[src/rtl/house_pkg.sv]
// Shared types and default thresholds for the smart-house sensor front end and controller.
package house_pkg;

  typedef enum logic [1:0] {
    NIGHT    = 2'd0,
    TO_DAY   = 2'd1,
    DAY      = 2'd2,
    TO_NIGHT = 2'd3
  } day_state_t;

  localparam int TEMP_REQ_W          = 32;
  localparam int TEMP_SAMPLE_W       = 16;

  localparam int DEF_DEBOUNCE_CYCLES = 4;
  localparam int DEF_RING_LOCKOUT    = 16;
  localparam int DEF_LIGHT_W         = 10;
  localparam int DEF_DAY_ON_LEVEL    = 600;
  localparam int DEF_DAY_OFF_LEVEL   = 400;
  localparam int DEF_DAY_DWELL       = 3;
  localparam int DEF_TEMP_AVG_LOG2   = 2;
  localparam int DEF_TEMP_MIN        = -40;
  localparam int DEF_TEMP_MAX        = 85;
  localparam int DEF_TEMP_DEFAULT    = 25;

  function automatic logic signed [TEMP_REQ_W-1:0] clamp_temp(
    input logic signed [TEMP_REQ_W-1:0] value,
    input logic signed [TEMP_REQ_W-1:0] lo,
    input logic signed [TEMP_REQ_W-1:0] hi
  );
    if (value < lo) begin
      return lo;
    end else if (value > hi) begin
      return hi;
    end else begin
      return value;
    end
  endfunction

endpackage

[src/rtl/bell_debounce.sv]
// Doorbell conditioning: 2-flop synchroniser, debounce, one-shot ring pulse with lockout.
module bell_debounce
  import house_pkg::*;
#(
  parameter int DEBOUNCE_CYCLES = DEF_DEBOUNCE_CYCLES,
  parameter int RING_LOCKOUT    = DEF_RING_LOCKOUT
) (
  input  logic clock,
  input  logic reset,
  input  logic bell_btn,
  output logic ring_req
);

  localparam int DCNT_W = $clog2(DEBOUNCE_CYCLES + 1);
  localparam int LCK_W  = $clog2(RING_LOCKOUT + 1);

  logic              sync1_r;
  logic              sync2_r;
  logic              deb_r;
  logic              deb_prev_r;
  logic [DCNT_W-1:0] cnt_r;
  logic [LCK_W-1:0]  lockout_r;
  logic              ring_req_r;

  // Synchronise the raw button and commit a new level once it has been stable long enough
  always_ff @(posedge clock or negedge reset) begin
    if (!reset) begin
      sync1_r <= 1'b0;
      sync2_r <= 1'b0;
      deb_r   <= 1'b0;
      cnt_r   <= '0;
    end else begin
      sync1_r <= bell_btn;
      sync2_r <= sync1_r;
      if (sync2_r == deb_r) begin
        cnt_r <= '0;
      end else if (cnt_r == DCNT_W'(DEBOUNCE_CYCLES - 1)) begin
        cnt_r <= '0;
        deb_r <= sync2_r;
      end else begin
        cnt_r <= cnt_r + DCNT_W'(1);
      end
    end
  end

  // Rising edge of the debounced level fires one pulse unless the lockout window is still open
  always_ff @(posedge clock or negedge reset) begin
    if (!reset) begin
      deb_prev_r <= 1'b0;
      lockout_r  <= '0;
      ring_req_r <= 1'b0;
    end else begin
      deb_prev_r <= deb_r;
      if (deb_r && !deb_prev_r && (lockout_r == '0)) begin
        ring_req_r <= 1'b1;
        lockout_r  <= LCK_W'(RING_LOCKOUT);
      end else begin
        ring_req_r <= 1'b0;
        if (lockout_r != '0) begin
          lockout_r <= lockout_r - LCK_W'(1);
        end else begin
          lockout_r <= lockout_r;
        end
      end
    end
  end

  assign ring_req = ring_req_r;

endmodule

[src/rtl/house_sensor_frontend.sv]
// Sensor front end for the house controller: bell pulse, day/night FSM, averaged temperature.
module house_sensor_frontend
  import house_pkg::*;
#(
  parameter int DEBOUNCE_CYCLES = DEF_DEBOUNCE_CYCLES,
  parameter int RING_LOCKOUT    = DEF_RING_LOCKOUT,
  parameter int LIGHT_W         = DEF_LIGHT_W,
  parameter int DAY_ON_LEVEL    = DEF_DAY_ON_LEVEL,
  parameter int DAY_OFF_LEVEL   = DEF_DAY_OFF_LEVEL,
  parameter int DAY_DWELL       = DEF_DAY_DWELL,
  parameter int TEMP_AVG_LOG2   = DEF_TEMP_AVG_LOG2,
  parameter int TEMP_MIN        = DEF_TEMP_MIN,
  parameter int TEMP_MAX        = DEF_TEMP_MAX,
  parameter int TEMP_DEFAULT    = DEF_TEMP_DEFAULT
) (
  input  logic                            clock,
  input  logic                            reset,
  input  logic                            bell_btn,
  input  logic [LIGHT_W-1:0]              light_level,
  input  logic                            light_valid,
  input  logic signed [TEMP_SAMPLE_W-1:0] temp_sample,
  input  logic                            temp_valid,
  output logic                            isday,
  output logic                            ring_req,
  output logic signed [TEMP_REQ_W-1:0]    temp_req,
  output logic                            temp_update
);

  localparam int DW_W  = $clog2(DAY_DWELL + 1);
  localparam int ACC_W = TEMP_SAMPLE_W + TEMP_AVG_LOG2;
  localparam int TCNT_W = (TEMP_AVG_LOG2 > 0) ? TEMP_AVG_LOG2 : 1;

  day_state_t                   state_r;
  logic [DW_W-1:0]              dwell_r;
  logic                         isday_r;
  logic                         day_hi_s;
  logic                         day_lo_s;

  logic signed [ACC_W-1:0]      acc_r;
  logic [TCNT_W-1:0]            tcnt_r;
  logic signed [TEMP_REQ_W-1:0] temp_req_r;
  logic                         temp_update_r;
  logic signed [ACC_W-1:0]      sample_ext_s;
  logic signed [ACC_W-1:0]      sum_s;
  logic signed [ACC_W-1:0]      avg_s;
  logic signed [TEMP_REQ_W-1:0] avg_ext_s;
  logic signed [TEMP_REQ_W-1:0] clamped_s;

  bell_debounce #(
    .DEBOUNCE_CYCLES (DEBOUNCE_CYCLES),
    .RING_LOCKOUT    (RING_LOCKOUT)
  ) u_bell (
    .clock    (clock),
    .reset    (reset),
    .bell_btn (bell_btn),
    .ring_req (ring_req)
  );

  assign day_hi_s = (light_level >= LIGHT_W'(DAY_ON_LEVEL));
  assign day_lo_s = (light_level <  LIGHT_W'(DAY_OFF_LEVEL));

  // Day/night hysteresis: only valid samples advance the dwell count; isday tracks DAY/TO_NIGHT
  always_ff @(posedge clock or negedge reset) begin
    if (!reset) begin
      state_r <= NIGHT;
      dwell_r <= '0;
      isday_r <= 1'b0;
    end else if (light_valid) begin
      case (state_r)
        NIGHT: begin
          if (day_hi_s) begin
            if (DAY_DWELL == 1) begin
              state_r <= DAY;
              dwell_r <= '0;
              isday_r <= 1'b1;
            end else begin
              state_r <= TO_DAY;
              dwell_r <= DW_W'(1);
            end
          end else begin
            dwell_r <= '0;
          end
        end
        TO_DAY: begin
          if (!day_hi_s) begin
            state_r <= NIGHT;
            dwell_r <= '0;
          end else if (dwell_r == DW_W'(DAY_DWELL - 1)) begin
            state_r <= DAY;
            dwell_r <= '0;
            isday_r <= 1'b1;
          end else begin
            dwell_r <= dwell_r + DW_W'(1);
          end
        end
        DAY: begin
          if (day_lo_s) begin
            if (DAY_DWELL == 1) begin
              state_r <= NIGHT;
              dwell_r <= '0;
              isday_r <= 1'b0;
            end else begin
              state_r <= TO_NIGHT;
              dwell_r <= DW_W'(1);
            end
          end else begin
            dwell_r <= '0;
          end
        end
        TO_NIGHT: begin
          if (!day_lo_s) begin
            state_r <= DAY;
            dwell_r <= '0;
          end else if (dwell_r == DW_W'(DAY_DWELL - 1)) begin
            state_r <= NIGHT;
            dwell_r <= '0;
            isday_r <= 1'b0;
          end else begin
            dwell_r <= dwell_r + DW_W'(1);
          end
        end
        default: begin
          state_r <= NIGHT;
          dwell_r <= '0;
          isday_r <= 1'b0;
        end
      endcase
    end else begin
      state_r <= state_r;
      dwell_r <= dwell_r;
      isday_r <= isday_r;
    end
  end

  // Block sum including the current sample, floored average, then clamped to the request range
  always_comb begin
    sample_ext_s = {{TEMP_AVG_LOG2{temp_sample[TEMP_SAMPLE_W-1]}}, temp_sample};
    sum_s        = acc_r + sample_ext_s;
    avg_s        = sum_s >>> TEMP_AVG_LOG2;
    avg_ext_s    = {{(TEMP_REQ_W - ACC_W){avg_s[ACC_W-1]}}, avg_s};
    clamped_s    = clamp_temp(avg_ext_s, TEMP_REQ_W'(TEMP_MIN), TEMP_REQ_W'(TEMP_MAX));
  end

  // Accumulate valid samples; the last sample of a block publishes the result and clears the block
  always_ff @(posedge clock or negedge reset) begin
    if (!reset) begin
      acc_r         <= '0;
      tcnt_r        <= '0;
      temp_req_r    <= TEMP_REQ_W'(TEMP_DEFAULT);
      temp_update_r <= 1'b0;
    end else if (temp_valid) begin
      if (tcnt_r == TCNT_W'((1 << TEMP_AVG_LOG2) - 1)) begin
        acc_r         <= '0;
        tcnt_r        <= '0;
        temp_req_r    <= clamped_s;
        temp_update_r <= 1'b1;
      end else begin
        acc_r         <= sum_s;
        tcnt_r        <= tcnt_r + TCNT_W'(1);
        temp_update_r <= 1'b0;
      end
    end else begin
      temp_update_r <= 1'b0;
    end
  end

  assign isday       = isday_r;
  assign temp_req    = temp_req_r;
  assign temp_update = temp_update_r;

endmodule

[config.mk]
export PLATFORM = sky130hd
export DESIGN_NAME = house_sensor_frontend
export DESIGN_NICKNAME = d
export VERILOG_FILES = /design/src/rtl/house_pkg.sv /design/src/rtl/bell_debounce.sv /design/src/rtl/house_sensor_frontend.sv
export SDC_FILE = /design/constraint.sdc
export NUM_CORES = 1
export LEC_CHECK = 0
export CAP_MARGIN = 5
export CELL_PAD_IN_SITES_DETAIL_PLACEMENT = 0
export CELL_PAD_IN_SITES_GLOBAL_PLACEMENT = 1
export CORE_MARGIN = 10
export CORE_UTILIZATION = 40
export CTS_BUF_LIST = sky130_fd_sc_hd__clkbuf_16
export DETAILED_ROUTE_END_ITERATION = 8
export PLACE_DENSITY_LB_ADDON = 0.05
export SETUP_SLACK_MARGIN = 0.1
export SLEW_MARGIN = 30
export SYNTH_ARGS = -nofsm -noshare
export SYNTH_HDL_FRONTEND = slang
export SYNTH_SLANG_ARGS = --single-unit
[constraint.sdc]
create_clock -name clock -period 3.1 [get_ports clock]
set_input_delay 0.62 -clock clock [delete_from_list [all_inputs] [get_ports clock]]
set_output_delay 0.62 -clock clock [all_outputs]
set_load 0.02 [all_outputs]
**After elaboration in Yosys (flattened, before gate mapping)**

Index checks and enable logic that the tools add are counted.

- Flip-flop bits (word level): 71
- Bits of input ports: 31
- Output and inout port bits: 35
- Word-level logic and storage cells: 80

- Add/subtract/negate cells: 5
- Magnitude comparators: 4
- Equality and inequality tests: 15
- Mux-type cells: 29
- Bitwise gates (word level): 1
- Reduce and logical (&&, ||, !) cells: 12

Operator list:

| kind | number |
|---|---|
| 32-bit two-way mux | 2 |
| 2-bit two-way mux | 10 |
| 18-bit by 16-bit adder with 18-bit output | 1 |
| 18-bit two-way mux | 1 |
| 16-bit by 8-bit greater-than comparator with 1-bit output, second input constant | 1 |
| 16-bit by 7-bit less-than comparator with 1-bit output, second input constant | 1 |
| 2-bit one-hot mux with 4 select lines | 2 |
| 2-bit != test, second input constant | 6 |
| 10-bit greater-or-equal comparator, second input constant | 1 |
| 10-bit by 9-bit less-than comparator with 1-bit output, second input constant | 1 |
| 5-bit two-way mux | 2 |
| 1-bit two-way mux | 9 |
| 2-bit equality test, second input constant | 4 |
| 3-bit two-way mux | 2 |
| 3-bit != test, second input constant | 2 |
| 6-bit AND reduction | 1 |
| 5-bit zero test | 1 |
| 5-bit AND reduction | 1 |
| 5-bit nonzero test | 1 |
| 5-bit by 1-bit subtractor with 5-bit output, second input constant | 1 |
| 2-bit by 1-bit adder with 2-bit output, second input constant | 2 |
| 2-bit AND reduction | 2 |
| 2-bit nonzero test | 2 |
| 3-bit by 1-bit adder with 3-bit output, second input constant | 1 |
| other kinds (8) | 9 |

**Logic depth before layout (Yosys ltp)**

Gate-level depths: netlist of run 1.

- Depth in word-level cells: 4
- Gate-level depth with buffers: 13
- Mapped depth without buffers: 12

**Cells and area by module**

A second synthesis of run 1 with hierarchy kept.

- Cells, all modules: 385
- Area total of the unflattened synthesis: 3594.7 um^2

Modules (own cells, without submodules):

| module | times used | cells each | area each (um^2) | sequential area each (um^2) |
|---|---|---|---|---|
| house_sensor_frontend | 1 | 346 | 3076.7 | 1054.8 |
| bell_debounce | 1 | 39 | 518.0 | 325.3 |

**Least setup slack after synthesis of run 1**

Ideal clock, no wire load.

- Path kind: input-to-reg
- Start point: input port temp_sample[0]
- End point: register temp_req_r[3], in the netlist temp_req[3]
- Library setup time: 0.081 ns
- Arrival: 3.061 ns
- Data required time: 3.019 ns
- Path slack: -0.042 ns
- Stages: 13
- Path buffers: 1
- Cells stage by stage: ha_1 inv_1 fa_1 nor2b_4 o2111ai_4 a31oi_2 a221o_1 o211ai_1 a2111oi_0 and4_1 buf_4 nand2_2 a211oi_2

- Longest elaborated chain between the ends: 4
- Elaborated cells between the ends (all ways): 5
- Classes of those cells: add/sub: 1; order compare: 2; mux: 2

RTL lines:

| item | line | text |
|---|---|---|
| start, declared | house_sensor_frontend.sv:21 | `input logic signed [TEMP_SAMPLE_W-1:0] temp_sample,` |
| 18-bit by 16-bit adder with 18-bit output (*) | house_sensor_frontend.sv:138 | `sum_s = acc_r + sample_ext_s;` |
| 16-bit by 8-bit greater-than comparator with 1-bit output | house_pkg.sv:32 | `end else if (value > hi) begin` |
| 32-bit two-way mux | house_pkg.sv:32 |  |
| 32-bit two-way mux (*) | house_pkg.sv:30 | `if (value < lo) begin` |
| end signal, assigned | house_sensor_frontend.sv:149 | `temp_req_r <= TEMP_REQ_W'(TEMP_DEFAULT);` |
| end signal, assigned | house_sensor_frontend.sv:155 | `temp_req_r <= clamped_s;` |
| end, declared | house_sensor_frontend.sv:41 | `logic signed [TEMP_REQ_W-1:0] temp_req_r;` |

Every way passes the cells marked *; elsewhere a longest branch is shown, timed or not.
A chain may end at the register's enable or synchronous reset.

**Worst setup path in the final report of run 1**

- Start point: input port temp_sample[9]
- End point: register temp_req_r[0], in the netlist temp_req[0]

Same word-level chain as after synthesis.

==> out/qor.csv, run 1 <==
stage,metric,value,unit
outcome,run status,finished clean,
yosys,Yosys warnings,0,
layout,nets,514,
die,Chip Height,112.7,um
setup_path,Worst path max stage delay,300,ps
global_routing,grt ovf,0,
power_and_ir_drop,Max IR drop VDD,444.0,uV
route,DRT iter0 DRCs,96,
yosys,Post-Synth Adder-Cell Area,7.855,%
clocking,Clock Root Buffer,clkbuf_16,
layout,most frequent cells in the layout,"buf_4 (66), dfrtp_1 (52), clkdlybuf4s50_1 (50)",
power_and_ir_drop,PwrDens,1111,nW/um^2
yosys,Synth async-reset ratio,100.0,%
job,max-cap violations,0,
setup_path,CP cell instances,clkdlybuf4s15_1 > ha_4 > a21o_1 > buf_4 > buf_4 > a21o_1 > a221o_1 > buf_4 > nor4b_2 > nand4_1 > nor4_2 > buf_4 > or2_1 > a31o_1,
layout,Layout fillers,738,
setup_path,Critical Path Most Common Cell,buf_4,
clocking,CTS buffer count,5,
setup_path,start of the worst register-to-register path,acc_r[0],
die,Rows,33,
power_and_ir_drop,Leak Pwr,2.186,nW
worst_hold_path,hold path depth,0,
die,Initial Utilization,41.46,%
power_and_ir_drop,Tot Pwr,5.552,mW
yosys,Yosys top cell area share,37.82,%
route,DRT antenna net count,0,
timing,Fmax achieved,0.3437,GHz
yosys,xor and xnor area share after synthesis,4.073,%
yosys,Synth Register Bits,55,
yosys,number of enable flip-flop cells after synthesis,0,
placed_design,placed insts,550,
setup_path,"CP delay by family, top",buffers and inverters,
yosys,Netlist cell types,68,
yosys,Post-Synth Simple-Gate Area,15.78,%
global_routing,largest net degree at the start of global routing,30,
worst_hold_path,Hold Startpoint,u_bell.sync1_r,
die,Core Area,8299,sq um
timing,Final Max Slew Viols,0,
route,via-per-instance ratio,5.150,
setup_path,slowest CP cell,a221o_1,
global_routing,global-route wire length before repair,14560,um
placed_design,RePlAce Congestion,0.8197,
route,via count,2925,
setup_path,critical path depth in cells,14,
yosys,largest family of logic cells by synthesized area,compound AO/OA/AOI/OAI gates,
timing,RSZ-0062 raised after global routing,false,
setup_path,"critical path fanouts, max",5,
yosys,Mapped Nets,409,
layout,"most common cell after layout, fill and taps aside",buf_4,
yosys,register area share after synthesis,40.11,%
clocking,Worst-path clk slew,70,ps
setup_path,kind of critical path,in -> reg,
worst_hold_path,hold endpoint,u_bell.sync2_r,
worst_hold_path,hold crit path type,reg -> reg,
global_routing,vias in the first global route,3042,
yosys,Avg Inst Size Synth,9.638,sq um
yosys,"area leader, netlist",dfrtp_1,
layout,area of the multi-input gates,2083,sq um
setup_path,R2R depth,14,
route,drt pass-1 iters,4,
clocking,cts hold-fix bufs,0,
timing,Final Skew,5.339,ps
timing,Final Hold Viols,0,
setup_path,CP arrival,3140,ps
die,die width,112.7,um
yosys,Synth area leaders,"dfrtp_1 (38%), ha_1 (7.3%), nor2_1 (3.9%)",
yosys,Compound-Gate Fraction of Synth Area,21.13,%
setup_path,CP Data Required Time,3330,ps
layout,Final Instance Count excl. Fillers,568,
placed_design,HPWL after detailed placement,6369,um
setup_path,capturing point of the worst reg2reg path,temp_req[0],
route,DR WL/cell,14.88,um
setup_path,Setup crit start kind,primary input,
clocking,number of H-tree levels,2,
die,# IOs,66,
layout,n_diodes,0,
route,DRC viols,0,
setup_path,reg2reg setup slack,270,ps
timing,Worst-Margin Slew,728.2,ps
layout,synth-to-layout area growth,45.24,%
route,total routed wirelength,8453,um
yosys,synthesized area,3441,sq um
layout,FF+latch area,1380,sq um
layout,share of cells above drive strength 1,32.83,%
yosys,Gate Count Post-Synth,357,
setup_path,CP bufs+invs,5,
clocking,"Clk Latency, worst-skew pair",290,ps
timing,final setup fails,0,
placed_design,port bufs,62,
timing,final cycle utilization of the critical path,93.84,%
clocking,CTS max path bufs,2,
yosys,mux contribution to synthesized area,1.600,%
global_routing,GRT Total Usage,13.37,%
setup_path,Worst setup startpoint,temp_sample[9],
die,Die Area,12710,sq um
timing,Slew headroom,51.45,%
yosys,Main synth FF type,dfrtp_1,
setup_path,Worst Setup End Kind,register,
clocking,TritonCTS clock tree,done,
clocking,clk sinks,55,
timing,fin crit period,2909,ps
global_routing,initial antenna violation count,0,
-- power by group --
| part | switching [mW] | internal (mW) | leakage [nW] | total (mW) |
|---|---|---|---|---|
| logic | 1.78 | 1.92 | 1.44 | 3.70 |
| registers | 0.216 | 1.00 | 0.665 | 1.22 |
| clock network | 0.251 | 0.381 | 0.0818 | 0.632 |
| total | 2.24 | 3.31 | 2.19 | 5.55 |
-- state kept, by name (all words and copies together) (netlist names) --
signal,cells
temp_req,16
u_bell.sync2_r,1
u_bell.deb_r,1
dwell_r,2
acc_r,18
u_bell.cnt_r,3
u_bell.sync1_r,1
isday,1
u_bell.lockout_r,5
u_bell.ring_req,1
temp_update,1
state_r,2
tcnt_r,2
u_bell.deb_prev_r,1
-- cell usage after synthesis, drive strengths merged, types with 2 or more instances --
cell type,n
xor2,8
buf,25
dfrtp,52
dfstp,3
o41ai,2
xnor2,8
a211oi,5
o22ai,18
o21ai,17
o211ai,3
o2111a,2
o31ai,5
ha,20
a21oi,12
or2b,2
and3,2
a2111oi,4
o2111ai,2
nand2,17
a31o,2
or2,4
nor2b,8
nand3,7
a21o,7
and2,4
o311ai,2
nor3,8
clkbuf,7
nand4,4
a31oi,3
o21a,2
nor2,36
nor4,4
inv,30
mux2,4
nand2b,4
-- metal layers --
metal  up-vias  GRT usage [%]  routed length (um)
met1      1402          16.74                3964
li1       1463              -                   -
met2        56          22.58                3959
met3         4          3.645                 485
met4         0          2.538                  44
met5         -              0                   0
-- cell type report --
| cell class | count | share of cell area, % |
|---|---|---|
| Timing Repair Buffer | 130 | 22.46 |
| Sequential cell | 55 | 27.62 |
| Multi-Input combinational cell | 240 | 41.69 |
| Tap cell | 105 | 2.629 |
| Clock inverter | 3 | 0.8513 |
| Inverter | 30 | 2.253 |
| Clock buffer | 5 | 2.504 |
-- cells by family after synthesis --
family | Yosys count
compound gates | 92
xor+xnor | 16
fa+ha+maj | 21
buf+inv | 62
flops | 55
mux | 5
simple gates | 106
-- how the worst max path moves through the flow --
stage | end | slack (ps)
2_1_floorplan | temp_req[3] | 140
3_3_place_gp | temp_req[0] | -610
3_5_place_dp | temp_req[3] | -700
4_1_cts | temp_req[1] | 120
5_1_grt | temp_req[0] | 70
6_report | temp_req[0] | 190
-- timing repair --
action,CTS,global route
gates resized for setup,61,18
pin swaps,41,30
buffers inserted,8,3
endpoints found under the setup margin,17,17
-- per-stage QoR --
| stage | setup TNS [ps] | hold slack (ps) | util, % | cell area, sq um | setup slack (ps) |
|---|---|---|---|---|---|
| finish | 0 | 349.8 | 60.21 | 4997 | 190.8 |
| global route | 0 | 369.4 | 60.21 | 4997 | 73.85 |
| detailed placement | -9464 | 334.7 | 53.43 | 4434 | -704.8 |
| global placement | -8543 | 333.1 | 53.43 | 4434 | -608.6 |
| CTS | 0 | 351.4 | 59.05 | 4901 | 116.6 |
| floorplan | 0 | 324.4 | - | 3452 | 139.1 |
(Power assumes the default switching activity.)
==> run 2: changes to the inputs <==
--- a/config.mk
+++ b/config.mk
@@ -12,6 +12,7 @@
 export CORE_UTILIZATION = 40
 export CTS_BUF_LIST = sky130_fd_sc_hd__clkbuf_16
 export DETAILED_ROUTE_END_ITERATION = 8
+export GPL_ROUTABILITY_DRIVEN = 0
 export PLACE_DENSITY_LB_ADDON = 0.05
 export SETUP_SLACK_MARGIN = 0.1
 export SLEW_MARGIN = 30
==> results of run 2 <==
The final DEF is identical to that of run 1; final timing and power are the same.
==> run 3: changes to the inputs <==
--- a/config.mk
+++ b/config.mk
@@ -19,3 +19,4 @@
 export SYNTH_ARGS = -nofsm -noshare
 export SYNTH_HDL_FRONTEND = slang
 export SYNTH_SLANG_ARGS = --single-unit
+export TNS_END_PERCENT = 30
==> results of run 3 <==
The final DEF is identical to that of run 1; final timing and power are the same.
